--- config.mk ---
export PLATFORM = sky130hd
export DESIGN_NAME = rf_sequencer
export DESIGN_NICKNAME = d
export VERILOG_FILES = /design/src/rtl/rf_sequencer.sv
export SDC_FILE = /design/constraint.sdc
export NUM_CORES = 1
export LEC_CHECK = 0
export CORE_ASPECT_RATIO = 0.5
export CORE_MARGIN = 1.5
export CORE_UTILIZATION = 55
export CTS_CLUSTER_DIAMETER = 80
export DETAILED_ROUTE_END_ITERATION = 8
export PLACE_DENSITY_LB_ADDON = 0.08
export SYNTH_ARGS = -nofsm -noshare
export SYNTH_HDL_FRONTEND = slang
export SYNTH_SLANG_ARGS = --single-unit
--- constraint.sdc ---
create_clock -name Clock -period 6.27 [get_ports Clock]
set_input_delay 1.254 -clock Clock [delete_from_list [all_inputs] [get_ports Clock]]
set_output_delay 1.254 -clock Clock [all_outputs]
set_load 0.05 [all_outputs]
--- src/rtl/rf_sequencer.sv ---
// rf_sequencer: four-state (IDLE/READ/EXEC/WRITE) micro-sequencer that drives
// the read and write sides of an external four-entry register file and
// contains the ALU for an 8-opcode instruction set.
// Optional build macro: RF_SEQ_FLAGS_EN adds registered zero/carry flag
// outputs, updated at the edge that closes WRITE.
module rf_sequencer #(
    parameter int REGISTER_LEN = 10
) (
    input  logic                    Clock,
    input  logic                    Reset,
    input  logic                    req_valid,
    output logic                    req_ready,
    input  logic [2:0]              op,
    input  logic [1:0]              dst,
    input  logic [1:0]              srca,
    input  logic [1:0]              srcb,
    input  logic [REGISTER_LEN-1:0] imm,
    output logic                    busy,
    output logic                    done,
    output logic                    rf_we,
    output logic [1:0]              rf_wa,
    output logic [REGISTER_LEN-1:0] rf_din,
    output logic                    rf_rae,
    output logic [1:0]              rf_raa,
    output logic                    rf_rbe,
    output logic [1:0]              rf_rbb,
    input  logic [REGISTER_LEN-1:0] rf_a,
    input  logic [REGISTER_LEN-1:0] rf_b
`ifdef RF_SEQ_FLAGS_EN
    ,
    output logic                    zero,
    output logic                    carry
`endif
);

    typedef enum logic [1:0] {
        S_IDLE  = 2'd0,
        S_READ  = 2'd1,
        S_EXEC  = 2'd2,
        S_WRITE = 2'd3
    } state_e;

    typedef enum logic [2:0] {
        OP_LOAD = 3'b000,
        OP_MOV  = 3'b001,
        OP_ADD  = 3'b010,
        OP_SUB  = 3'b011,
        OP_AND  = 3'b100,
        OP_OR   = 3'b101,
        OP_XOR  = 3'b110,
        OP_NOT  = 3'b111
    } op_e;

    state_e                  state_q;
    op_e                     op_q;
    logic [1:0]              dst_q;
    logic                    ready_q;
    logic                    busy_q;
    logic                    done_q;
    logic                    rf_we_q;
    logic [1:0]              rf_wa_q;
    logic [REGISTER_LEN-1:0] rf_din_q;   // doubles as the result register
    logic                    rf_rae_q;
    logic [1:0]              rf_raa_q;   // doubles as the latched srca
    logic                    rf_rbe_q;
    logic [1:0]              rf_rbb_q;   // doubles as the latched srcb
    logic [REGISTER_LEN-1:0] alu_res;
`ifdef RF_SEQ_FLAGS_EN
    logic                    alu_carry;
    logic                    carry_q;
    logic                    zero_flag_q;
    logic                    carry_flag_q;
`endif

    // Only two-operand ops fetch the second source.
    function automatic logic uses_b(input logic [2:0] opcode);
        return (opcode == OP_ADD) || (opcode == OP_SUB) || (opcode == OP_AND) ||
               (opcode == OP_OR)  || (opcode == OP_XOR);
    endfunction

    // ALU: result from the register file read data, truncated to REGISTER_LEN.
    always_comb begin
        // NOTE: default assignment first so no path leaves alu_res unassigned (no latch).
        alu_res = '0;
        unique case (op_q)
            OP_MOV:  alu_res = rf_a;
            OP_ADD:  alu_res = rf_a + rf_b;
            OP_SUB:  alu_res = rf_a - rf_b;
            OP_AND:  alu_res = rf_a & rf_b;
            OP_OR:   alu_res = rf_a | rf_b;
            OP_XOR:  alu_res = rf_a ^ rf_b;
            OP_NOT:  alu_res = ~rf_a;
            default: alu_res = '0;   // LOAD never passes through EXEC
        endcase
    end

`ifdef RF_SEQ_FLAGS_EN
    // Carry/borrow: an unsigned add wrapped iff the truncated sum is below a.
    always_comb begin
        alu_carry = 1'b0;
        if (op_q == OP_ADD) begin
            alu_carry = (alu_res < rf_a);
        end else if (op_q == OP_SUB) begin
            alu_carry = (rf_a < rf_b);
        end
    end
`endif

    // Sequencer FSM with registered outputs; an async reset aborts any operation.
    // NOTE: all state here uses non-blocking assignments so every register samples pre-edge values.
    always_ff @(posedge Clock or posedge Reset) begin
        if (Reset) begin
            state_q  <= S_IDLE;
            op_q     <= OP_LOAD;
            dst_q    <= '0;
            ready_q  <= 1'b0;
            busy_q   <= 1'b0;
            done_q   <= 1'b0;
            rf_we_q  <= 1'b0;
            rf_wa_q  <= '0;
            rf_din_q <= '0;
            rf_rae_q <= 1'b0;
            rf_raa_q <= '0;
            rf_rbe_q <= 1'b0;
            rf_rbb_q <= '0;
`ifdef RF_SEQ_FLAGS_EN
            carry_q      <= 1'b0;
            zero_flag_q  <= 1'b0;
            carry_flag_q <= 1'b0;
`endif
        end else begin
            // Strobes are single-cycle unless re-asserted below.
            done_q   <= 1'b0;
            rf_we_q  <= 1'b0;
            rf_rae_q <= 1'b0;
            rf_rbe_q <= 1'b0;
            unique case (state_q)
                S_IDLE: begin
                    if (req_valid && ready_q) begin
                        op_q    <= op_e'(op);
                        dst_q   <= dst;
                        ready_q <= 1'b0;
                        busy_q  <= 1'b1;
                        if (op == OP_LOAD) begin
                            state_q  <= S_WRITE;
                            rf_we_q  <= 1'b1;
                            rf_wa_q  <= dst;
                            rf_din_q <= imm;
                            done_q   <= 1'b1;
`ifdef RF_SEQ_FLAGS_EN
                            carry_q  <= 1'b0;
`endif
                        end else begin
                            state_q  <= S_READ;
                            rf_rae_q <= 1'b1;
                            rf_raa_q <= srca;
                            if (uses_b(op)) begin
                                rf_rbe_q <= 1'b1;
                                rf_rbb_q <= srcb;
                            end
                        end
                    end else begin
                        ready_q <= 1'b1;
                    end
                end
                S_READ: begin
                    // Register file returns rf_a/rf_b at this closing edge.
                    state_q <= S_EXEC;
                end
                S_EXEC: begin
                    state_q  <= S_WRITE;
                    rf_we_q  <= 1'b1;
                    rf_wa_q  <= dst_q;
                    rf_din_q <= alu_res;
                    done_q   <= 1'b1;
`ifdef RF_SEQ_FLAGS_EN
                    carry_q  <= alu_carry;
`endif
                end
                S_WRITE: begin
                    state_q <= S_IDLE;
                    busy_q  <= 1'b0;
                    ready_q <= 1'b1;
`ifdef RF_SEQ_FLAGS_EN
                    zero_flag_q  <= (rf_din_q == '0);
                    carry_flag_q <= carry_q;
`endif
                end
                default: state_q <= S_IDLE;
            endcase
        end
    end

    assign req_ready = ready_q;
    assign busy      = busy_q;
    assign done      = done_q;
    assign rf_we     = rf_we_q;
    assign rf_wa     = rf_wa_q;
    assign rf_din    = rf_din_q;
    assign rf_rae    = rf_rae_q;
    assign rf_raa    = rf_raa_q;
    assign rf_rbe    = rf_rbe_q;
    assign rf_rbb    = rf_rbb_q;
`ifdef RF_SEQ_FLAGS_EN
    assign zero      = zero_flag_q;
    assign carry     = carry_flag_q;
`endif

endmodule

==> results of run 1 <==
==> sequential cells by signal, indices dropped and copies added (netlist names), 2 cells and up <==
name,cells
rf_wa,2
rf_raa,2
rf_din,10
rf_rbb,2
dst_q,2
op_q,3
state_q,2
==> worst min path at each step <==
stage	from	endpoint	cells past startpoint
2_1_floorplan	dst_q[0]	dst_q[0]	2
4_1_cts	rf_wa[0]	rf_wa[0]	2
3_3_place_gp	rf_din[4]	rf_din[4]	2
5_1_grt	busy	busy	2
6_report	rf_wa[1]	rf_wa[1]	2
3_5_place_dp	rf_wa[0]	rf_wa[0]	2
==> cell type report <==
class / instances / area [sq um] / area share (%)
multi-input cells: 260 / 1848 / 53.59
flip-flops and latches: 28 / 700.7 / 20.32
clock buffers: 4 / 55.05 / 1.597
inverters: 33 / 123.9 / 3.592
repair buffers: 64 / 638.1 / 18.51
well taps: 66 / 82.58 / 2.395
==> report_power, final <==
group,switching [mW],internal [mW]
clock,0.0573,0.0563
combinational,0.623,0.390
sequential,0.0876,0.261
==> tightest hold or removal path: stages, from the launching register on <==
cell and delay, ns:
dfrtp_1 0.35, nand2_1 0.05, o21ai_1 0.06
==> routing by layer <==
metal | up-vias | share of wire, %
li1 | 1277 | -
met2 | 124 | 45
met3 | 8 | 8.5
met5 | - | 0
met1 | 1199 | 45
met4 | 0 | 1.1
==> layout by cell type (no fill, tap or decap), types with 6 or more instances in the layout <==
cell type and instances:
clkdlybuf4s50_1 63, nand2_1 53, ha_1 33, inv_1 32
dfrtp_1 28, nor2_1 23, a21oi_1 16, o21ai_1 14
o21ai_0 14, mux2i_1 11, nand2b_1 10, xnor2_1 10
nand3_1 7, o211ai_1 6
==> cells by family (layout without fill, tap and decap cells) <==
group	count (synthesis)	after routing	synth area share (%)
AOI/OAI and AO/OA	83	83	19.74
DFF	28	28	25.52
buffers and inverters	49	101	7.156
xor gates and xnor gates	14	14	4.740
and+or+nand+nor	111	111	18.96
muxes	18	18	8.113
adders and majority gates	34	34	15.77
==> through the flow <==
step | total power, mW | instance area [sq um] | hold WS (ns) | std cells | utilization [%]
2_1_floorplan | 1.064 | 2745 | 0.4454 | 337 | -
3_3_place_gp | 1.316 | 3393 | 0.4595 | 451 | 73.86
3_5_place_dp | 1.350 | 3393 | 0.4753 | 451 | 73.86
4_1_cts | 1.465 | 3448 | 0.4963 | 455 | 75.05
5_1_grt | 1.577 | 3448 | 0.5247 | 455 | 75.05
6_report | 1.475 | 3448 | 0.4937 | 455 | 75.05
==> impl_metrics.ini, run 1 <==
[routing]
drt-total-wl_mm = 7.154
drc = 0
routedWlPerCell_um = 15.72
via_per_inst = 5.732
dr.pass1.iters = 5
initialDrtViolationCount = 139
drtAntennaViolNets = 0
vias = 2608

[critical_path]
crit_slowest_cell = or4_4
path_cells = clkdlybuf4s50_1, or4_4, nor2_1, nor2_1, xnor2_1, ha_1, and2_1, a221oi_1, a21bo_2, xor2_1, a31o_1
path_delay_family = simple AND/OR/NAND/NOR gates
endpoint_kind = flop
reg2reg_setup_slack_ns = 2.32
required_ns = 6.44
arrival_ns = 4.21
reg2reg_from = op_q[1]
critPathKind = in -> reg
crit_buf_inv = 1
r2r_cells = 10
max_stage_delay_ns = 0.60
crit_fanout = 5
cpMostUsedCell = nor2_1
setup.worst_path.start = rf_b[4]
cp-start-kind = input pin
critical_path_cell_count = 11
crit_end = rf_din[7]
r2r_end = rf_din[7]

[worst_hold_path]
hold_path.class = reg -> reg

[power_and_ir_drop]
pwr_density_cell_nw_per_um2 = 427.7
p_leak_nw = 1.574
ir_drop_mv = 0.2483

[logic_synthesis]
yosys.area.top_type_share_pct = 25.52
synth.top_cells.by_count = 53 x nand2_1, 33 x ha_1, 32 x inv_1
synth_area_leader_cell = dfrtp_1
ys_seq_elements = 28
synth-edff-count = 0
synth.most_common_cell = nand2_1
async_flop_share_pct = 100.0
synthFlopType = dfrtp_1
synth_area_sq_um = 2745
syn_area_per_cell_sq_um = 8.146
synth_cell_types = 56
synth_fp_nets = 413
synth_area_leaders = dfrtp_1 26%, ha_1 15%, nand2_1 7.2%, inv_1 4.4%, mux2i_1 4.0%
ys_warn_count = 0
synthCells = 337
seq_area_frac_synth_pct = 25.52

[sta]
hold_violations = 0
setup_viol = 0
slew_headroom_pct = 29.70
setup_tns_ns = 0
fin_ws_ns = 2.234
worst_slew_pin_slew_ns = 1.053
fin_crit_ns = 4.036
skew_ns = 0.003721
fmax_ghz = 0.2478
rsz0062_at_grt = no
timing.final.crit_share_pct = 64.37
drv_slew = 0

[grt]
met2_usage_pct = 48.46
antenna_found_initial = 0
busiest_layer = met2
grt_pass1_wl_mm = 11.52
overflow = 0
grtUsageMet3_pct = 2.114
grt_pass1_vias = 2439
grt_util_all_layers_pct = 27.63
grt_max_degree = 32
grt.met1_usage_pct = 37.33

[clocking]
clk-insertion-delay-late_ns = 0.28
cts_buffers = 3
cts_hold_buffers = 0
cts-root-buf = clkbuf_8
cts.repair.resized = 0
path_clk_slew_ns = 0.10
clockBufferDepth = 2
cts_setup_buffers = 0
h-tree-depth = 1
tritoncts = yes
clock-sinks = 28

[run]
drv_cap = 0

[place]
place_worst_setup_slack_ns = 1.998
dp_hpwl_mm = 5.565
gp_congestion = 0.8872
io_buffer_count = 63

[run_status]
status = finished, final reports clean

[die]
die_w_um = 102.9
coreArea_sq_um = 4594
die_y_um = 52.96
rows = 17
start_util_pct = 59.75
die_area_sq_um = 5450
pin_count = 64

[layout]
area_delta_synth_final_pct = 25.62
antennaDiodeCount = 0
nets = 466
fillers = 347
drive_gt1_share_pct = 4.370
Note: power is estimated with default switching activity, not from simulation.
==> inputs of run 2 (changes only) <==
Settings changed: CORE_UTILIZATION 55 to 46.
Clock period 6.27 ns to 3.48 ns, I/O delays scaled along.
==> impl_metrics.ini, run 2 (same netlist as run 1, synthesis figures left out) <==
[place]
place_worst_setup_slack_ns = 0.02239
io_buffer_count = 63
dp_hpwl_mm = 5.670
gp_congestion = 0.8098
place_area_sq_um = 3530

[grt]
busiest_layer = met2
grt.met1_usage_pct = 32.39
grt_max_degree = 30
met2_usage_pct = 38.48
grtUsageMet3_pct = 4.079
antenna_found_initial = 0
overflow = 0
grt_pass1_vias = 2508
grt_pass1_wl_mm = 12.00
grt_util_all_layers_pct = 23.15

[routing]
drc = 7
vias = 2612
initialDrtViolationCount = 150
drt-total-wl_mm = 7.196
routedWlPerCell_um = 15.02
dr.pass1.iters = 6
via_per_inst = 5.453
drtAntennaViolNets = 0

[sta]
fin_crit_ns = 3.174
drv_slew = 0
rsz0062_at_grt = no
setup_tns_ns = 0
timing.final.crit_share_pct = 91.20
skew_ns = 0.001707
hold_violations = 0
slew_headroom_pct = 64.50
fin_ws_ns = 0.3063
worst_slew_pin_slew_ns = 0.5308
setup_viol = 0
fmax_ghz = 0.3151

[clocking]
clock-sinks = 28
cts_buffers = 3
cts_hold_buffers = 0
cts.repair.resized = 0
clk-insertion-delay-late_ns = 0.26
h-tree-depth = 1
cts-root-buf = clkbuf_16
path_clk_slew_ns = 0.07
tritoncts = yes
cts_setup_buffers = 0
clockBufferDepth = 2

[layout]
finalInstanceArea_sq_um = 3635
final_cell_mix = 63 x clkdlybuf4s50_1, 53 x nand2_1, 33 x ha_1, 32 x inv_1, 28 x dfrtp_1
area_delta_synth_final_pct = 32.41
drive_gt1_share_pct = 8.374
nets = 483
largest_register_ffs = 10
final_common_cell = clkdlybuf4s50_1
antennaDiodeCount = 0

[power_and_ir_drop]
p_comb_share_pct = 68.4
clockPowerShare_pct = 12.0
intPower_mw = 1.456
p_switching_mw = 1.386
ir_drop_mv = 0.3240
pwr-share-seq_pct = 19.6
sw_frac_of_total_pct = 48.77
p_leak_nw = 1.679
pwr_density_cell_nw_per_um2 = 782.1

[die]
coreArea_sq_um = 5610
start_util_pct = 48.93
rows = 19
die_area_sq_um = 6468
die_w_um = 112.3
die_y_um = 57.63
pin_count = 64

[critical_path]
r2r_cells = 11
endpoint_kind = flop
critPathKind = in -> reg
arrival_ns = 3.33
cp-start-kind = input pin
required_ns = 3.64
crit_fanout = 2

[run_status]
status = finished with violations
violations = DRC

[worst_hold_path]
min_path_cells = 2
hold_path.class = reg -> reg

[run]
drv_cap = 0
## run 2: routing by layer
layer | vias to the layer above | wire length, um | part of all wire, %
li1 | 1312 | - | -
met1 | 1200 | 3476 | 48
met2 | 87 | 3142 | 44
met3 | 13 | 489 | 6.8
met4 | 0 | 88 | 1.2
met5 | - | 0 | 0
## run 2: path summary, 6_finish.rpt
check | from | to | slack [ns]
min in group asynchronous | Reset | busy | 0.80
max in group asynchronous | Reset | state_q[0] | 2.41
worst max-delay path | rf_b[4] | rf_din[7] | 0.31
worst min register to register | dst_q[1] | dst_q[1] | 0.47
worst max register to register | op_q[2] | rf_din[8] | 0.66
worst min-delay path | dst_q[1] | dst_q[1] | 0.47
## run 2: power by group through the flow
stage               clock [mW]  combinational, mW  sequential [mW]
finish                   0.342               1.94            0.557
global route             0.365               2.12            0.575
CTS                      0.349               1.95            0.557
detailed placement           0               1.94            0.563
global placement             0               1.90            0.555
floorplan                    0               1.01            0.912
## run 2: final cells by class
cell class,instances,area [sq um]
fill,473,1976
multi-input combinational,260,1848
timing repair buffer,81,765.7
sequential,28,700.7
inverter,33,123.9
tap,73,91.34
clock buffer,3,75.07
clock inverter,1,30.03
## run 2: per-stage QoR
step,hold slack (ns),util [%],instances,power (mW)
after floorplan,0.4454,-,337,1.918
after global placement,0.4579,62.91,475,2.455
after detailed placement,0.4628,62.91,475,2.501
after CTS,0.4806,64.79,479,2.853
after global routing,0.4957,64.79,479,3.063
final,0.4736,64.79,479,2.843
## run 2: critical path, stage by stage
cell             delay, ns
clkdlybuf4s50_1       0.42
or4_4                 0.55
nor2_1                0.11
nor2_1                0.06
xnor2_1               0.14
ha_1                  0.29
and2_1                0.18
a221oi_1              0.29
a21bo_2               0.26
xor2_1                0.13
a31o_1                0.21
==> inputs of run 3 (changes only) <==
Settings changed: CORE_MARGIN 1.5 to unset, PLACE_DENSITY set to 0.76, PLACE_DENSITY_LB_ADDON 0.08 to unset, SLEW_MARGIN set to 20.
==> impl_metrics.ini, run 3 (same netlist as run 1, synthesis figures left out) <==
[run_status]
status = finished with violations
violations = DRC

[place]
dp.cells = 473
gp_congestion = 0.9203
io_buffer_count = 63
dp_hpwl_mm = 5.725

[die]
die_y_um = 56.63
rows = 19
start_util_pct = 48.93
pin_count = 64
die_w_um = 111.3
die_area_sq_um = 6300
coreArea_sq_um = 5610

[layout]
final_cell_mix = 63 x clkdlybuf4s50_1, 53 x nand2_1, 33 x ha_1, 31 x inv_1, 28 x dfrtp_1
multi_input_area_sq_um = 1848
final_common_cell = clkdlybuf4s50_1
fillers = 487
area_delta_synth_final_pct = 30.77
drive_gt1_share_pct = 7.940
seq_area_sq_um = 700.7
nets = 481
antennaDiodeCount = 0
final_cells = 476
largest_register_ffs = 10

[critical_path]
path_delay_family = simple AND/OR/NAND/NOR gates
crit_slowest_cell = or4_4
cpMostUsedCell = nor2_1
endpoint_kind = flop
path_cells = clkdlybuf4s50_1, or4_4, nor2_1, nor2_1, xnor2_1, ha_1, and2_1, a221oi_1, a21bo_2, xor2_1, a31o_1
crit_buf_inv = 1
arrival_ns = 3.37
crit_fanout = 2
max_stage_delay_ns = 0.55
cp-start-kind = input pin
required_ns = 3.63
critPathKind = in -> reg

[routing]
drt-total-wl_mm = 7.209
via_per_inst = 5.616
vias = 2673
initialDrtViolationCount = 131
dr.pass1.iters = 6
drtAntennaViolNets = 0
drc = 8
routedWlPerCell_um = 15.14

[grt]
grt_util_all_layers_pct = 23.82
overflow = 0
antenna_found_initial = 0
grt_max_degree = 30
grt_pass1_wl_mm = 12.05
grt_pass1_vias = 2650

[clocking]
path_clk_slew_ns = 0.07
cts-root-buf = clkbuf_16
h-tree-depth = 1
clockBufferDepth = 2
cts.repair.resized = 0
cts_hold_buffers = 0
clock-sinks = 28
tritoncts = yes
clk-insertion-delay-late_ns = 0.26
cts_buffers = 3
cts_setup_buffers = 0

[sta]
worst_slew_pin_slew_ns = 0.5798
hold_violations = 0
slew_headroom_pct = 61.29
rsz0062_at_grt = no
fmax_ghz = 0.3112
setup_viol = 0
setup_tns_ns = 0
skew_ns = 0.002509
timing.final.crit_share_pct = 92.34
fin_crit_ns = 3.214
drv_slew = 0

[power_and_ir_drop]
ir_drop_mv = 0.2839
pwr_density_cell_nw_per_um2 = 770.3
p_leak_nw = 1.654
p_total_mw = 2.765

[run]
drv_cap = 0

[worst_hold_path]
hold_path.class = reg -> reg
[run 3: metal layers]
metal  track usage [%]  up-vias  wire length (um)
met1             31.21     1279              3272
met2             42.32       80              3357
met5                 0        -                 0
met3             1.296       12               453
li1                  -     1302                 -
met4             8.494        0               127
[run 3: worst paths after layout]
| path | start | slack, ns | cells after the start | endpoint |
|---|---|---|---|---|
| min reg2reg | busy | 0.48 | 2 | busy |
| max in group asynchronous | Reset | 2.27 | 2 | rf_wa[0] |
| max reg2reg | op_q[1] | 0.62 | 11 | rf_din[8] |
| max | rf_b[4] | 0.27 | 11 | rf_din[7] |
| min | busy | 0.48 | 2 | busy |
| min in group asynchronous | Reset | 0.82 | 2 | rf_rbb[1] |
[run 3: worst min-delay path, stage by stage (launching register included)]
cell and delay, ns:
dfrtp_1 0.34, nand2_1 0.04, o21ai_0 0.06
[run 3: per-stage QoR]
step	worst slack (ns)	utilization, %	instance area [sq um]	hold WS, ns
after global placement	0.06624	62.64	3515	0.4605
after floorplan	0.4785	-	2745	0.4454
after detailed placement	-0.007085	62.64	3515	0.4737
after CTS	0.2722	63.98	3590	0.4885
after global routing	0.1307	63.98	3590	0.5031
final	0.2665	63.98	3590	0.4818
[run 3: where the power goes]
group	total (mW)	switching (mW)	internal (mW)	leakage, nW
Combinational	1.95	1.20	0.754	1.27
Clock	0.256	0.103	0.152	0.0370
Sequential	0.560	0.0871	0.473	0.347
Total	2.77	1.39	1.38	1.65
[run 3: layout make-up]
type,instances,area share [%]
Inverter,33,3.451
Clock buffer,3,2.091
Timing Repair Buffer,79,20.91
Tap cell,73,2.544
Multi-Input combinational cell,260,51.48
Sequential cell,28,19.52
==> patch 1: new RTL, settings of run 1 <==
The parameter `REGISTER_LEN` goes from 10 to 5.
--- a/src/rtl/rf_sequencer.sv
+++ b/src/rtl/rf_sequencer.sv
@@ -6,3 +6,3 @@
 module rf_sequencer #(
-    parameter int REGISTER_LEN = 10
+    parameter int REGISTER_LEN = 5
 ) (
Interface: changed (resized imm, rf_a, rf_b and rf_din); port bits go from 64 to 44. The function was not compared with the original's and may differ.
==> patch 1 against run 1 <==
Design area is 35% lower; clock power decreased by 22%; synthesized area shrank 36%; sequential cell count shrank 5; critical endpoint is now rf_din[3]; routed wire length is 50% lower; via count is 45% lower; largest cell class unchanged; hold slack improved by 0.023 ns; total power is 29% lower; count of clock-buffer cells in the layout decreased by 1; combinational power shrank 36%; setup slack improved by 0.56 ns.
==> patch 1: results <==
set metrics [dict create \
    status "finished, final reports clean" \
    port_buffers 43 \
    n_fill_cell 235 \
    grtUsageMet2_pct 36.7 \
    dp_cells 258 \
    crit_fanout 4 \
    postSynthAreaPerCell_um2 9.55 \
    skew_ns 0.00287 \
    grt_max_degree 24 \
    grtUsageMet3_pct 5.45 \
    hpwlAfterDp_mm 2.73 \
    synth_fp_nets 230 \
    grt_usage_pct 21.7 \
    grt_pass1_wl_mm 6.13 \
    largest_reg_flops 5 \
    synth.distinct_cells 52 \
    worstSkewPairLatency_ns 0.26 \
    worstRegToRegCells 9 \
    seq_area_frac_synth_pct 32.7 \
    place.gp.congestion 0.824 \
    arrival_ns 3.60 \
    synth_common_cells "dfrtp_1 (23), inv_1 (20), ha_1 (18)" \
    ir_worst_vdd_v 0.000338 \
    synthTopCellsByArea "dfrtp_1 (33%), ha_1 (13%), mux2_2 (5.8%), inv_1 (4.3%), o21ai_0 (3.1%)" \
    crit_path_top_delay_cell "clkdlybuf4s50_1" \
    holdPathStages 1 \
    critPathTopFamily "buffers and inverters" \
    place_area_um2 2190 \
    grt_pass1_vias 1326 \
    fin_cells 262 \
    max_stage_delay_ns 0.55 \
    vias_per_cell 5.43 \
    cts.clk_slew.worst_paths_ns 0.08 \
]
patch 1: changes by cell type after synthesis, sizes merged, moves of 6 or more:
| cell | change |
|---|---|
| a21oi | -6 |
| ha | -15 |
| inv | -12 |
| mux2i | -6 |
| nand2 | -41 |
| nand2b | -9 |
| nor2 | -13 |
| o21ai | -17 |
| xnor2 | -8 |
patch 1: cells by family after synthesis:
kind of cell,after synthesis,synth area share [%]
buffers and inverters,30,7.47
AND/OR/NAND/NOR,50,16.4
adder cells (fa/ha/maj),19,14.0
multiplexers,14,8.61
XOR/XNOR,5,3.27
flip-flops,23,32.7
AO/OA/AOI/OAI,43,17.5
patch 1: worst paths after layout:
kind                        endpoint       from  slack (ns)
max                        rf_din[3]    rf_b[1]        2.80
min                        rf_rbb[0]  rf_rbb[0]        0.52
max reg2reg                rf_din[4]    op_q[1]        3.42
min reg2reg                rf_rbb[0]  rf_rbb[0]        0.52
max in group asynchronous  rf_din[4]      Reset        4.28
min in group asynchronous  rf_raa[0]      Reset        1.46
patch 1: cell type report:
type	count	area [µm²]	share of cell area [%]
multi-input cells	131	1050	47.1
flip-flops and latches	23	576	25.8
repair buffers	43	430	19.3
inverters	21	78.8	3.53
well taps	40	50.0	2.24
clock buffers	3	41.3	1.85
clock inverters	1	5.00	0.224
patch 1: power groups by stage:
stage	logic, mW	clock network, mW	registers [mW]
2_1_floorplan	0.373	0	0.417
3_3_place_gp	0.642	0	0.309
3_5_place_dp	0.651	0	0.312
4_1_cts	0.655	0.0927	0.310
5_1_grt	0.703	0.0985	0.322
6_report	0.650	0.0888	0.310
patch 1: routing by layer:
layer | share of wire, % | wire length, µm | vias to the layer above
met5 | 0 | 0 | -
met4 | 0.56 | 20 | 0
met3 | 5.6 | 201 | 2
met2 | 45 | 1620 | 31
met1 | 49 | 1750 | 672
li1 | - | - | 717
==> patch 2: new RTL, config.mk and constraints of run 1 <==
Without the edit above. The 4 states of `state_e` get a Gray code encoding in 2 bits.
--- a/src/rtl/rf_sequencer.sv
+++ b/src/rtl/rf_sequencer.sv
@@ -36,6 +36,6 @@
     typedef enum logic [1:0] {
-        S_IDLE  = 2'd0,
-        S_READ  = 2'd1,
-        S_EXEC  = 2'd2,
-        S_WRITE = 2'd3
+        S_IDLE  = 2'b00,
+        S_READ  = 2'b01,
+        S_EXEC  = 2'b11,
+        S_WRITE = 2'b10
     } state_e;
Formal check against the unedited RTL: no difference found for any inputs over 10 cycles, from zero or initial values and one cycle with Reset high; not proved beyond that.
==> patch 2 against run 1 <==
Sequential share of layout area shrank 0.35 points; design area rose by 1.8%; total power grew 11%; routed wire length shrank 5.8%; maximum frequency shrank 1.4%; sequential power is 10% higher; clock skew decreased by 0.0020 ns; die area up 1.7%; utilization shrank 3.6 points; setup slack got worse by 0.057 ns; register-to-register slack lost 0.14 ns; synthesized area increased by 1.8%; critical endpoint is now rf_din[6]; sequential cell count stayed put; hold slack got worse by 0.0021 ns.
==> patch 2: results <==
set metrics [dict create \
    status "finished, final reports clean" \
    synth_xor_area_share_pct 4.97 \
    yosys.area_share.adder_pct 15.9 \
    netSwitchingPower_uw 824 \
    finalNetCount 441 \
    wl_per_cell_um 15.6 \
    synthTopCellsByArea "dfrtp_1 (25%), ha_1 (15%), mux2_2 (5.6%), inv_1 (4.3%), mux4_2 (4.0%)" \
    skew_ns 0.00174 \
    post-place-ws_ns 2.00 \
    max_stage_delay_ns 0.98 \
    synth_common_cells "ha_1 (34), inv_1 (32), dfrtp_1 (28)" \
    grt_usage_pct 25.7 \
    vias 2477 \
    place.gp.congestion 0.918 \
    synth_fp_nets 388 \
    ir_worst_vdd_v 0.000239 \
    crit_fanout 27 \
    n_fill_cell 400 \
    arrival_ns 4.20 \
    hpwlAfterDp_mm 5.22 \
    synth_compound_area_share_pct 21.1 \
    synth.distinct_cells 57 \
    seq_area_frac_synth_pct 25.1 \
    grt_pass1_vias 2361 \
    slew_headroom_pct 30.7 \
    grt_pass1_wl_mm 11.2 \
    grt_max_degree 29 \
    first_pass_iters 4 \
    synthMuxAreaShare_pct 11.8 \
    drive_above_1_share_pct 8.26 \
    power.leakage_nw 1.50 \
    drt_iter0_markers 100 \
]
-- patch 2: power by group through the flow --
stage | Clock [mW] | Combinational [mW] | Sequential (mW)
6_report | 0.141 | 1.12 | 0.383
2_1_floorplan | 0 | 0.666 | 0.533
3_3_place_gp | 0 | 1.09 | 0.381
4_1_cts | 0.144 | 1.11 | 0.383
5_1_grt | 0.149 | 1.21 | 0.400
3_5_place_dp | 0 | 1.11 | 0.386
-- patch 2: worst min-delay path: stages, from the launching register on --
cell     delay [ns]
dfrtp_1        0.36
nand2_1        0.05
o21ai_0        0.06
-- patch 2: logic make-up (layout without fill, tap and decap cells) --
family / Yosys count / in the layout
xor gates and xnor gates: 15 / 15
AOI/OAI and AO/OA: 86 / 86
muxes: 25 / 25
buffers and inverters: 48 / 100
DFF: 28 / 28
and+or+nand+nor: 74 / 74
adders and majority gates: 35 / 35
-- patch 2: layout make-up --
type	instances	area, µm²	area share [%]
clock buffers	3	41.3	1.18
clock inverters	1	30.0	0.856
inverters	33	124	3.53
multi-input cells	235	1900	54.0
flip-flops and latches	28	701	20.0
well taps	70	87.6	2.50
repair buffers	63	631	18.0
-- patch 2: per-layer routing --
metal | vias to the layer above | share of wire (%) | GRT usage, %
li1 | 1220 | - | -
met5 | - | 0 | 0
met3 | 4 | 4.9 | 2.09
met1 | 1185 | 48 | 34.7
met4 | 0 | 0.39 | 7.41
met2 | 68 | 47 | 45.1
-- patch 2: stage by stage --
step | total power [mW] | hold slack, ns | utilization (%) | instances | instance area [µm²]
after detailed placement | 1.49 | 0.469 | 70.0 | 429 | 3440
after CTS | 1.64 | 0.492 | 71.5 | 433 | 3510
after global placement | 1.47 | 0.464 | 70.0 | 429 | 3440
final | 1.64 | 0.492 | 71.5 | 433 | 3510
after global routing | 1.76 | 0.517 | 71.5 | 433 | 3510
after floorplan | 1.20 | 0.479 | - | 311 | 2790
-- patch 2: worst paths after layout --
| check | start | endpoint | slack (ns) | cells past startpoint |
|---|---|---|---|---|
| hold / removal | rf_wa[1] | rf_wa[1] | 0.49 | 2 |
| hold reg to reg | rf_wa[1] | rf_wa[1] | 0.49 | 2 |
| setup reg to reg | op_q[1] | rf_din[6] | 2.18 | 10 |
| max in group asynchronous | Reset | state_q[0] | 4.12 | 2 |
| setup / recovery | op_q[1] | rf_din[6] | 2.18 | 10 |
| min in group asynchronous | Reset | rf_rbb[1] | 1.53 | 2 |
